<file path="src/rtl/ram_burst_reader_pkg.sv">
// rtl/ram_burst_reader_pkg.sv - shared constants, state encoding and beat type for the burst reader
package ram_burst_reader_pkg;

   localparam int RAM_WIDTH = 16;
   localparam int RAM_DEPTH = 8;
   localparam int ADDR_SIZE = 3;
   localparam int LEN_SIZE  = 4;

   localparam logic [1:0] ST_IDLE  = 2'd0;
   localparam logic [1:0] ST_READ  = 2'd1;
   localparam logic [1:0] ST_DRAIN = 2'd2;

   localparam logic [LEN_SIZE-1:0] LEN_ZERO = '0;
   localparam logic [LEN_SIZE-1:0] LEN_ONE  = {{(LEN_SIZE-1){1'b0}}, 1'b1};

   // One buffered word together with its end-of-burst marker
   typedef struct packed {
      logic                 last;
      logic [RAM_WIDTH-1:0] data;
   } beat_t;

   // Next RAM address, wrapping from the top word back to word 0
   function automatic logic [ADDR_SIZE-1:0] next_addr(input logic [ADDR_SIZE-1:0] a);
      logic [ADDR_SIZE-1:0] top;
      top = ADDR_SIZE'(RAM_DEPTH - 1);
      if (a == top) begin
         return '0;
      end
      return a + {{(ADDR_SIZE-1){1'b0}}, 1'b1};
   endfunction

endpackage

</file>
<file path="src/rtl/ram_burst_reader_rd_skid_buf.sv">
// rtl/ram_burst_reader_rd_skid_buf.sv - two-entry FIFO holding returned RAM words until the consumer takes them
module rd_skid_buf #(
   parameter int W = 17
) (
   input  logic         clk,
   input  logic         clr,
   input  logic         push,
   input  logic [W-1:0] push_data,
   input  logic         pop,
   output logic [W-1:0] head,
   output logic [1:0]   count,
   output logic         empty
);

   logic [W-1:0] mem_q [2];
   logic [W-1:0] mem_d [2];
   logic         wr_ptr_q;
   logic         wr_ptr_d;
   logic         rd_ptr_q;
   logic         rd_ptr_d;
   logic [1:0]   count_q;
   logic [1:0]   count_d;
   logic         push_ok;
   logic         pop_ok;

   // Qualify strobes: pop only with data present, push only when a slot is free or freed this cycle
   always_comb begin
      pop_ok  = pop && (count_q != 2'd0);
      push_ok = push && ((count_q != 2'd2) || pop_ok);
   end

   // Next storage contents, pointers and occupancy
   always_comb begin
      mem_d    = mem_q;
      wr_ptr_d = wr_ptr_q;
      rd_ptr_d = rd_ptr_q;
      count_d  = count_q;
      if (push_ok) begin
         mem_d[wr_ptr_q] = push_data;
         wr_ptr_d        = ~wr_ptr_q;
      end
      if (pop_ok) begin
         rd_ptr_d = ~rd_ptr_q;
      end
      case ({push_ok, pop_ok})
         2'b10:   count_d = count_q + 2'd1;
         2'b01:   count_d = count_q - 2'd1;
         default: count_d = count_q;
      endcase
   end

   // Storage and pointer registers, emptied by clr
   always_ff @(posedge clk or posedge clr) begin
      if (clr) begin
         mem_q[0] <= '0;
         mem_q[1] <= '0;
         wr_ptr_q <= 1'b0;
         rd_ptr_q <= 1'b0;
         count_q  <= 2'd0;
      end else begin
         mem_q[0] <= mem_d[0];
         mem_q[1] <= mem_d[1];
         wr_ptr_q <= wr_ptr_d;
         rd_ptr_q <= rd_ptr_d;
         count_q  <= count_d;
      end
   end

   assign head  = mem_q[rd_ptr_q];
   assign count = count_q;
   assign empty = (count_q == 2'd0);

   // The upstream credit rule must never push into a full buffer without a matching pop
   assert property (@(posedge clk) disable iff (clr) !(push && !pop_ok && (count_q == 2'd2)));

endmodule

</file>
<file path="src/rtl/ram_burst_reader.sv">
// rtl/ram_burst_reader.sv - issues a burst of RAM reads and streams the returned words with last marking
module ram_burst_reader
   import ram_burst_reader_pkg::*;
(
   input  logic                 rd_clk,
   input  logic                 clr,
   input  logic                 start,
   input  logic [ADDR_SIZE-1:0] start_addr,
   input  logic [LEN_SIZE-1:0]  burst_len,
   output logic                 re,
   output logic [ADDR_SIZE-1:0] rd_addr,
   input  logic [RAM_WIDTH-1:0] ram_data,
   output logic                 m_valid,
   input  logic                 m_ready,
   output logic [RAM_WIDTH-1:0] m_data,
   output logic                 m_last,
   output logic                 busy,
   output logic                 done
);

   logic [1:0]           state_q;
   logic [1:0]           state_d;
   logic [ADDR_SIZE-1:0] addr_q;
   logic [ADDR_SIZE-1:0] addr_d;
   logic [LEN_SIZE-1:0]  issue_rem_q;
   logic [LEN_SIZE-1:0]  issue_rem_d;
   logic [LEN_SIZE-1:0]  beat_rem_q;
   logic [LEN_SIZE-1:0]  beat_rem_d;
   logic                 inflight_q;
   logic                 inflight_d;
   logic                 inflight_last_q;
   logic                 inflight_last_d;
   logic                 done_q;
   logic                 done_d;

   logic                 issue;
   logic                 pop;
   logic                 credit_ok;
   logic [2:0]           occupancy;
   logic [1:0]           buf_count;
   logic                 buf_empty;
   beat_t                push_beat;
   beat_t                head_beat;

   // Read credit: words buffered plus the one in flight, less a word leaving now, must stay below two
   always_comb begin
      pop       = !buf_empty && m_ready;
      occupancy = {1'b0, buf_count} + {2'b00, inflight_q};
      credit_ok = occupancy < (3'd2 + {2'b00, pop});
      issue     = (state_q == ST_READ) && (issue_rem_q != LEN_ZERO) && credit_ok;
   end

   // Sequencer next state: burst load, address/length bookkeeping and completion
   always_comb begin
      state_d         = state_q;
      addr_d          = addr_q;
      issue_rem_d     = issue_rem_q;
      beat_rem_d      = beat_rem_q;
      inflight_d      = issue;
      inflight_last_d = issue && (issue_rem_q == LEN_ONE);
      done_d          = (state_q == ST_DRAIN) && pop && (beat_rem_q == LEN_ONE);

      if (pop && (beat_rem_q != LEN_ZERO)) begin
         beat_rem_d = beat_rem_q - LEN_ONE;
      end

      case (state_q)
         ST_IDLE: begin
            if (start && (burst_len != LEN_ZERO)) begin
               state_d     = ST_READ;
               addr_d      = start_addr;
               issue_rem_d = burst_len;
               beat_rem_d  = burst_len;
            end
         end
         ST_READ: begin
            if (issue) begin
               addr_d      = next_addr(addr_q);
               issue_rem_d = issue_rem_q - LEN_ONE;
               if (issue_rem_q == LEN_ONE) begin
                  state_d = ST_DRAIN;
               end
            end
         end
         ST_DRAIN: begin
            if (pop && (beat_rem_q == LEN_ONE)) begin
               state_d = ST_IDLE;
            end
         end
         default: begin
            state_d = ST_IDLE;
         end
      endcase
   end

   // Sequencer registers; clr aborts any burst and drops in-flight reads
   always_ff @(posedge rd_clk or posedge clr) begin
      if (clr) begin
         state_q         <= ST_IDLE;
         addr_q          <= '0;
         issue_rem_q     <= '0;
         beat_rem_q      <= '0;
         inflight_q      <= 1'b0;
         inflight_last_q <= 1'b0;
         done_q          <= 1'b0;
      end else begin
         state_q         <= state_d;
         addr_q          <= addr_d;
         issue_rem_q     <= issue_rem_d;
         beat_rem_q      <= beat_rem_d;
         inflight_q      <= inflight_d;
         inflight_last_q <= inflight_last_d;
         done_q          <= done_d;
      end
   end

   // The word read last cycle is on ram_data now and enters the buffer at this edge
   always_comb begin
      push_beat.last = inflight_last_q;
      push_beat.data = ram_data;
   end

   rd_skid_buf #(
      .W($bits(beat_t))
   ) u_buf (
      .clk       (rd_clk),
      .clr       (clr),
      .push      (inflight_q),
      .push_data (push_beat),
      .pop       (pop),
      .head      (head_beat),
      .count     (buf_count),
      .empty     (buf_empty)
   );

   assign re      = issue;
   assign rd_addr = addr_q;
   assign m_valid = !buf_empty;
   assign m_data  = head_beat.data;
   assign m_last  = head_beat.last;
   assign busy    = (state_q != ST_IDLE);
   assign done    = done_q;

endmodule

</file>
<file path="config.mk">
export PLATFORM = sky130hd
export DESIGN_NAME = ram_burst_reader
export DESIGN_NICKNAME = d
export VERILOG_FILES = /design/src/rtl/ram_burst_reader_pkg.sv /design/src/rtl/ram_burst_reader_rd_skid_buf.sv /design/src/rtl/ram_burst_reader.sv
export SDC_FILE = /design/constraint.sdc
export NUM_CORES = 1
export LEC_CHECK = 0
export CAP_MARGIN = 20
export CORE_MARGIN = 1
export CORE_UTILIZATION = 45
export CTS_BUF_LIST = sky130_fd_sc_hd__clkbuf_4 sky130_fd_sc_hd__clkbuf_8
export DETAILED_ROUTE_END_ITERATION = 10
export PLACE_DENSITY = 0.79
export SETUP_SLACK_MARGIN = 0.4
export SLEW_MARGIN = 10
export SYNTH_ARGS = -nofsm -noshare
export SYNTH_HDL_FRONTEND = slang
export SYNTH_SLANG_ARGS = --single-unit
</file>
<file path="constraint.sdc">
create_clock -name rd_clk -period 2 [get_ports rd_clk]
set_clock_uncertainty 0.15 [all_clocks]
set_input_delay 0.4 -clock rd_clk [delete_from_list [all_inputs] [get_ports rd_clk]]
set_output_delay 0.4 -clock rd_clk [all_outputs]
set_load 0.01 [all_outputs]
</file>
==> results.yml <==
outcome:
  status: "finished, violations left"
  violations: "negative setup slack"
critical_path:
  rrSetupSlack_ns: -0.15
  cp_max_fo: 3
  cp.arrival_ns: 2.21
  start_kind: "flop"
  r2r-end: "state_q[0]"
  required_ns: 2.06
  r2r_cells: 7
  r2r-start: "inflight_q"
  crit_type: "reg -> reg"
  crit_path_end_kind: "flop"
synth:
  synth_edf_count: 0
  synth.top_cells.by_area: "dfrtp_1 50%, mux2_2 25%, ha_1 3.7%"
  postSynth.asyncResetShare: 1.000
  syn_area_um2: 2696
  ys_seq_area_frac: 0.5012
  ys_top_cells_by_count: "59 x mux2_2, 54 x dfrtp_1, 8 x ha_1, 8 x nand2_1"
  yosysMostFrequentCell: "mux2_2"
  ys_seq_elements: 54
  synth_ff_type: "dfrtp_1"
  syn_nets: 243
  syn_inst: 208
  synth_top_area_frac: 0.5012
  yosysWarnings: 0
  synth_cell_types: 43
  synth_top_area_cell: "dfrtp_1"
  synth.avg_cell_area_um2: 12.96
cts:
  cts_tree: "built"
  cts.clk_slew.worst_paths_ns: 0.10
  cts_sinks: 54
  clk_path_buf_depth: 2
  clk_latency_ns: 0.31
  h-tree-depth: 2
  cts_buffers: 5
  cts_root_buf: "clkbuf_8"
floorplan:
  die_y_um: 79.41
  coreArea_um2: 5642
  fp.dieW_um: 79.41
  row_count: 27
  top_level_ports: 51
  die_area_um2: 6305
  initial_utilization: 0.4779
drt:
  drt_iter0_drc: 64
  antenna_left: 0
  via_per_inst: 5.284
  drc: 0
  wl_per_cell_um: 17.36
  vias: 2103
  dr.pass1.iters: 4
  wirelength_um: 6910
cells_and_area:
  multi_input_area_um2: 1597
  n_fill_cell: 337
  drive_gt1_frac: 0.5736
  ff_latch_area_um2: 1354
  antennaDiodeCount: 0
  final_nets: 360
  syn2layout_area_growth_pct: 62.13
sta:
  timing.final.crit_period_ns: 2.149
  finalSetupViolCount: 9
  fmax_ghz: 0.4653
  holdWs_ns: 0.2908
  maxSlewViolCount: 0
  fin_crit_sh: 1.075
  grt_setup_unrepaired: "yes"
  fin_ws_ns: -0.1491
  relSlewSlack: 0.6900
  max_slew.worst_pin.slew_ns: 0.4641
  finalHoldViolCount: 0
  tns_ns: -0.4717
pwr:
  swShare: 0.3404
  p_clk_frac: 0.080
  ir_worst_vdd_mv: 1.133
  seqPwrFrac: 0.244
  power.density_nw_per_um2: 1895
  p_switching_mw: 2.820
  leakage_nw: 2.078
  pwr-share-comb: 0.676
  intPower_mw: 5.464
flow_run:
  timing.max_cap.violations: 0
placed_design:
  gp_congestion: 0.8139
  hpwlAfterDp_um: 4167
  numPortBuffers: 50
global_routing:
  grt_max_degree: 20
  grt_antenna_before_repair: 0
  grt_use_total: 0.2269
  grt_pass1_wl_um: 10760
  grt_pass1_vias: 2256
  overflow: 0
hold_path:
  hp-class: "in -> async"
[cell type report]
class / count / share of cell area
clock buffers: 6 / 0.01889
clock inverters: 2 / 0.003721
inverters: 8 / 0.009445
multi-input cells: 140 / 0.3652
flip-flops and latches: 54 / 0.3097
well taps: 72 / 0.02061
repair buffers: 116 / 0.2725
[flip-flops by register name, summed over array words and instances (netlist names)]
| name | cells |
|---|---|
| inflight_q | 1 |
| u_buf.rd_ptr_q | 1 |
| rd_addr | 3 |
| u_buf.mem_q | 34 |
| u_buf.count | 2 |
| inflight_last_q | 1 |
| u_buf.wr_ptr_q | 1 |
| beat_rem_q | 4 |
| done | 1 |
| state_q | 2 |
| issue_rem_q | 4 |
[power by group through the flow]
stage | sequential [mW] | combinational (mW) | clock [mW]
2_1_floorplan | 1.96 | 2.45 | 0
3_3_place_gp | 1.96 | 3.87 | 0
3_5_place_dp | 1.99 | 3.97 | 0
4_1_cts | 1.99 | 5.05 | 0.685
5_1_grt | 2.08 | 5.97 | 0.719
6_report | 2.02 | 5.60 | 0.661
[logic make-up (layout without fill, tap and decap cells)]
family	Yosys count	in the layout	synth area share
muxes	62	62	0.2575
DFF	54	54	0.5012
and+or+nand+nor	37	37	0.07749
AOI/OAI and AO/OA	28	28	0.08353
buffers and inverters	14	132	0.02691
adders and majority gates	8	8	0.03712
xor gates and xnor gates	5	5	0.01624
[metal layers]
| metal | share of wire | routed length, um | global-route usage |
|---|---|---|---|
| met1 | 0.42 | 2870 | 0.2570 |
| met2 | 0.53 | 3675 | 0.4172 |
| met5 | 0 | 0 | 0 |
| met3 | 0.032 | 218 | 0.03886 |
| met4 | 0.021 | 146 | 0.09636 |
[worst max-delay path: stages (launching register included)]
cell and delay [ns]:
dfrtp_2 0.44, ha_4 0.17, ha_4 0.16, buf_6 0.11, or4b_1 0.46, or3_4 0.36
o21ai_2 0.13, a21oi_2 0.06
[per-stage QoR]
step	utilization	area [um^2]	setup slack [ns]	cells	total power [mW]
2_1_floorplan	-	2816	-0.06367	208	4.410
3_3_place_gp	0.6496	3665	-0.3460	360	5.827
3_5_place_dp	0.6496	3665	-0.3393	360	5.967
4_1_cts	0.7363	4154	-0.1555	389	7.728
5_1_grt	0.7749	4372	-0.2089	398	8.765
6_report	0.7749	4372	-0.1491	398	8.285
[layout by cell type, fill, tap and decap left out, drive strengths merged, types with 2 or more instances in the layout]
cell,n
nand2,8
or2,2
buf,85
o31ai,2
a21oi,5
nor2b,3
clkbuf,7
dlygate4sd2,8
or3,2
mux2i,3
nor2,6
dlymetal6s2s,2
dfrtp,54
a211oi,4
clkdlybuf4s50,20
nand2b,3
nor3,4
o21ai,9
mux2,59
xnor2,4
or3b,2
clkinvlp,2
inv,8
ha,8
nand3,3
[worst max-delay path by stage]
stage	from	to	slack, ns
2_1_floorplan	inflight_q	state_q[0]	-0.06
3_3_place_gp	m_ready	re	-0.35
3_5_place_dp	m_ready	re	-0.34
4_1_cts	inflight_q	state_q[0]	-0.16
5_1_grt	inflight_q	state_q[0]	-0.21
6_report	inflight_q	state_q[0]	-0.15
[timing repair]
| action | 4_1_cts | 5_1_grt |
|---|---|---|
| buffers inserted | 20 | 8 |
| gates resized for setup | 160 | 35 |
| pin swaps | 14 | 12 |
| endpoints found under the setup margin | 72 | 70 |
| cloned | 1 | 1 |
| hold buffers | 0 | 0 |
(Power assumes the default switching activity.)
==> RTL change, RTL diff (same flow settings) <==
Change the package constant `RAM_WIDTH` from 16 to 20.
--- a/src/rtl/ram_burst_reader_pkg.sv
+++ b/src/rtl/ram_burst_reader_pkg.sv
@@ -1,7 +1,7 @@
 // rtl/ram_burst_reader_pkg.sv - shared constants, state encoding and beat type for the burst reader
 package ram_burst_reader_pkg;
 
-   localparam int RAM_WIDTH = 16;
+   localparam int RAM_WIDTH = 20;
    localparam int RAM_DEPTH = 8;
    localparam int ADDR_SIZE = 3;
    localparam int LEN_SIZE  = 4;
Ports: changed (resized m_data and ram_data); port bits go from 51 to 59. No check against the original RTL was run, so the function may have changed too.
==> RTL change against the unedited design <==
The flow still finishes with violations (setup timing). Design area is 14% higher. Sequential cell count is 8 higher. Power is 17% higher. Wire length is 31% higher. Core utilization is 1.2 points higher. Worst setup slack worse by 13 ps. Area after synthesis is 8.9% higher. Critical path type is now flip-flop to output pin. Largest cell class unchanged.
==> RTL change: results (changes against the unedited design) <==
status=complete, but fails checks (unchanged); failing checks=setup timing (unchanged); Detailed Route WL=9050 um (was 6910 um); largest net degree at the start of global routing=63 (was 20); final-report setup violation count=29 (was 9); net count after synthesis=261 (was 243); Ys Warns=0 (unchanged); setup ws final=-163 ps (was -149 ps); reg-to-reg startpoint=u_buf.count[0] (was inflight_q); diodes inserted=0 (unchanged); routability congestion estimate=0.892 (was 0.814); critical path class=flip-flop to output pin (was flip-flop to flip-flop); Final nets=381 (was 360); critical path's largest stage delay=430 ps (was 460 ps); critical path's slowest cell=dfrtp_2 (was or4b_1); crit-path max FO=2 (was 3); Async SR Flop Fraction=1.00 (unchanged); most frequent cells after synthesis=64 x mux2_2, 62 x dfrtp_1, 11 x nor2_1 (was 59 x mux2_2, 54 x dfrtp_1, 8 x ha_1, 8 x nand2_1); Clk Latency, worst-skew pair=340 ps (was 310 ps); post-synth cell types=33 (was 43); setup TNS=-2060 ps (was -472 ps); Register-to-Register Path Depth=8 (was 7); vias in the first global route=2,389 (was 2,256); biggest regs=u_buf.mem_q x42, beat_rem_q x4, issue_rem_q x4 (was u_buf.mem_q x34, beat_rem_q x4, issue_rem_q x4); Final Cycle Share=1.08 (was 1.07); Area contributors post-synth=dfrtp_1 53%, mux2_2 25%, ha_1 3.8%, xnor2_1 2.1%, mux2_4 1.5% (was dfrtp_1 50%, mux2_2 25%, ha_1 3.7%, o21ai_0 1.3%, xnor2_1 1.3%); Num CTS Buffers=9 (was 5); All-Layer GR Usage=0.249 (was 0.227); global-route wire length before repair=12,000 um (was 10,800 um); clk root buf=clkbuf_8 (unchanged); H-Tree Depth=3 (was 2); DRT iter0 DRCs=102 (was 64); cell family with the largest share of critical-path delay=flip-flops (was simple AND/OR/NAND/NOR gates); CTS Buffer Depth=2 (unchanged); Worst-Margin Slew=450 ps (was 464 ps); share of post-route cells with drive strength above 1=0.574 (about the same); # port buffers=58 (was 50); worst min-delay path class=primary input to asynchronous set/reset pin (unchanged); drt first pass iters=4 (unchanged); Post-synth top flop=dfrtp_1 (unchanged); sequential element share of the synthesized area=0.528 (was 0.501); Worst Path Arrival=1610 ps (was 2210 ps); DR vias=2,345 (was 2,103); Detailed Place HPWL=4110 um (was 4170 um); pre-CTS setup slack=-447 ps (was -339 ps); R2R Setup Slk=-150 ps; Leak=2.35 nW (was 2.08 nW); initial antenna violation count=1 (was 0); filler instances=340 (was 337); clock transition at the registers of the reported paths=80 ps (was 100 ps); maximum VDD drop=0.00118 V (was 0.00113 V)
## RTL change: changes by cell type after synthesis, moves of 4 or more
cell / unedited run / this run
o21ai_0: 7 / 2
mux2_2: 59 / 64
buf_2: 1 / 5
dfrtp_1: 54 / 62
nor2_1: 4 / 11
nand2_1: 8 / 3
## RTL change: area by class of cell
| cell class | count | area share |
|---|---|---|
| clock buffers | 10 | 0.0264 |
| clock inverters | 5 | 0.00554 |
| inverters | 9 | 0.00906 |
| multi-input cells | 140 | 0.348 |
| flip-flops and latches | 62 | 0.312 |
| well taps | 77 | 0.0194 |
| repair buffers | 119 | 0.279 |
## RTL change: worst register-to-register path, stage by stage, from the launching register on
cell     delay, ps
dfrtp_2        430
ha_4           170
ha_4           140
a211o_1        260
buf_4          150
buf_6          100
buf_6          120
o21a_4         220
mux2_4         290
## RTL change: path summary, 6_finish.rpt
check | endpoint
setup reg to reg | rd_addr[2]
hold reg to reg | u_buf.mem_q[21]
setup / recovery | re
min in group rd_clk | u_buf.mem_q[21]
hold / removal | u_buf.mem_q[27]
max in group asynchronous | u_buf.count[0]
## RTL change: repair_timing
item | 4_1_cts | 5_1_grt
endpoints found under the setup margin | 87 | 84
gates resized for setup | 209 | 43
buffers inserted | 19 | 3
pin swaps | 10 | 6
cloned | 6 | 3
## RTL change: kinds of logic after synthesis
logic type | share of synthesized area
mux | 0.279
fa+ha+maj | 0.0383
compound gates | 0.0533
xor+xnor | 0.0209
simple gates | 0.0490
buf+inv | 0.0315
flops | 0.528
## RTL change: metrics by stage
stage / hold slack, ps / instances / instance area [sq um] / utilization
after global placement: 319 / 376 / 3890 / 0.616
after detailed placement: 332 / 376 / 3890 / 0.616
after global routing: 387 / 422 / 4970 / 0.787
after floorplan: 303 / 221 / 2980 / -
after CTS: 346 / 416 / 4690 / 0.742
final: 331 / 422 / 4970 / 0.787
## RTL change: per-layer routing
| metal | track usage | wire (um) |
|---|---|---|
| met1 | 0.281 | 3590 |
| met2 | 0.430 | 4630 |
| met3 | 0.0590 | 396 |
| met4 | 0.140 | 412 |
| met5 | 0 | 13 |
## RTL change: where the power goes
part / total, mW / internal (mW) / switching [mW]
clock: 0.956 / 0.448 / 0.509
sequential: 2.36 / 1.89 / 0.467
combinational: 6.36 / 3.96 / 2.40
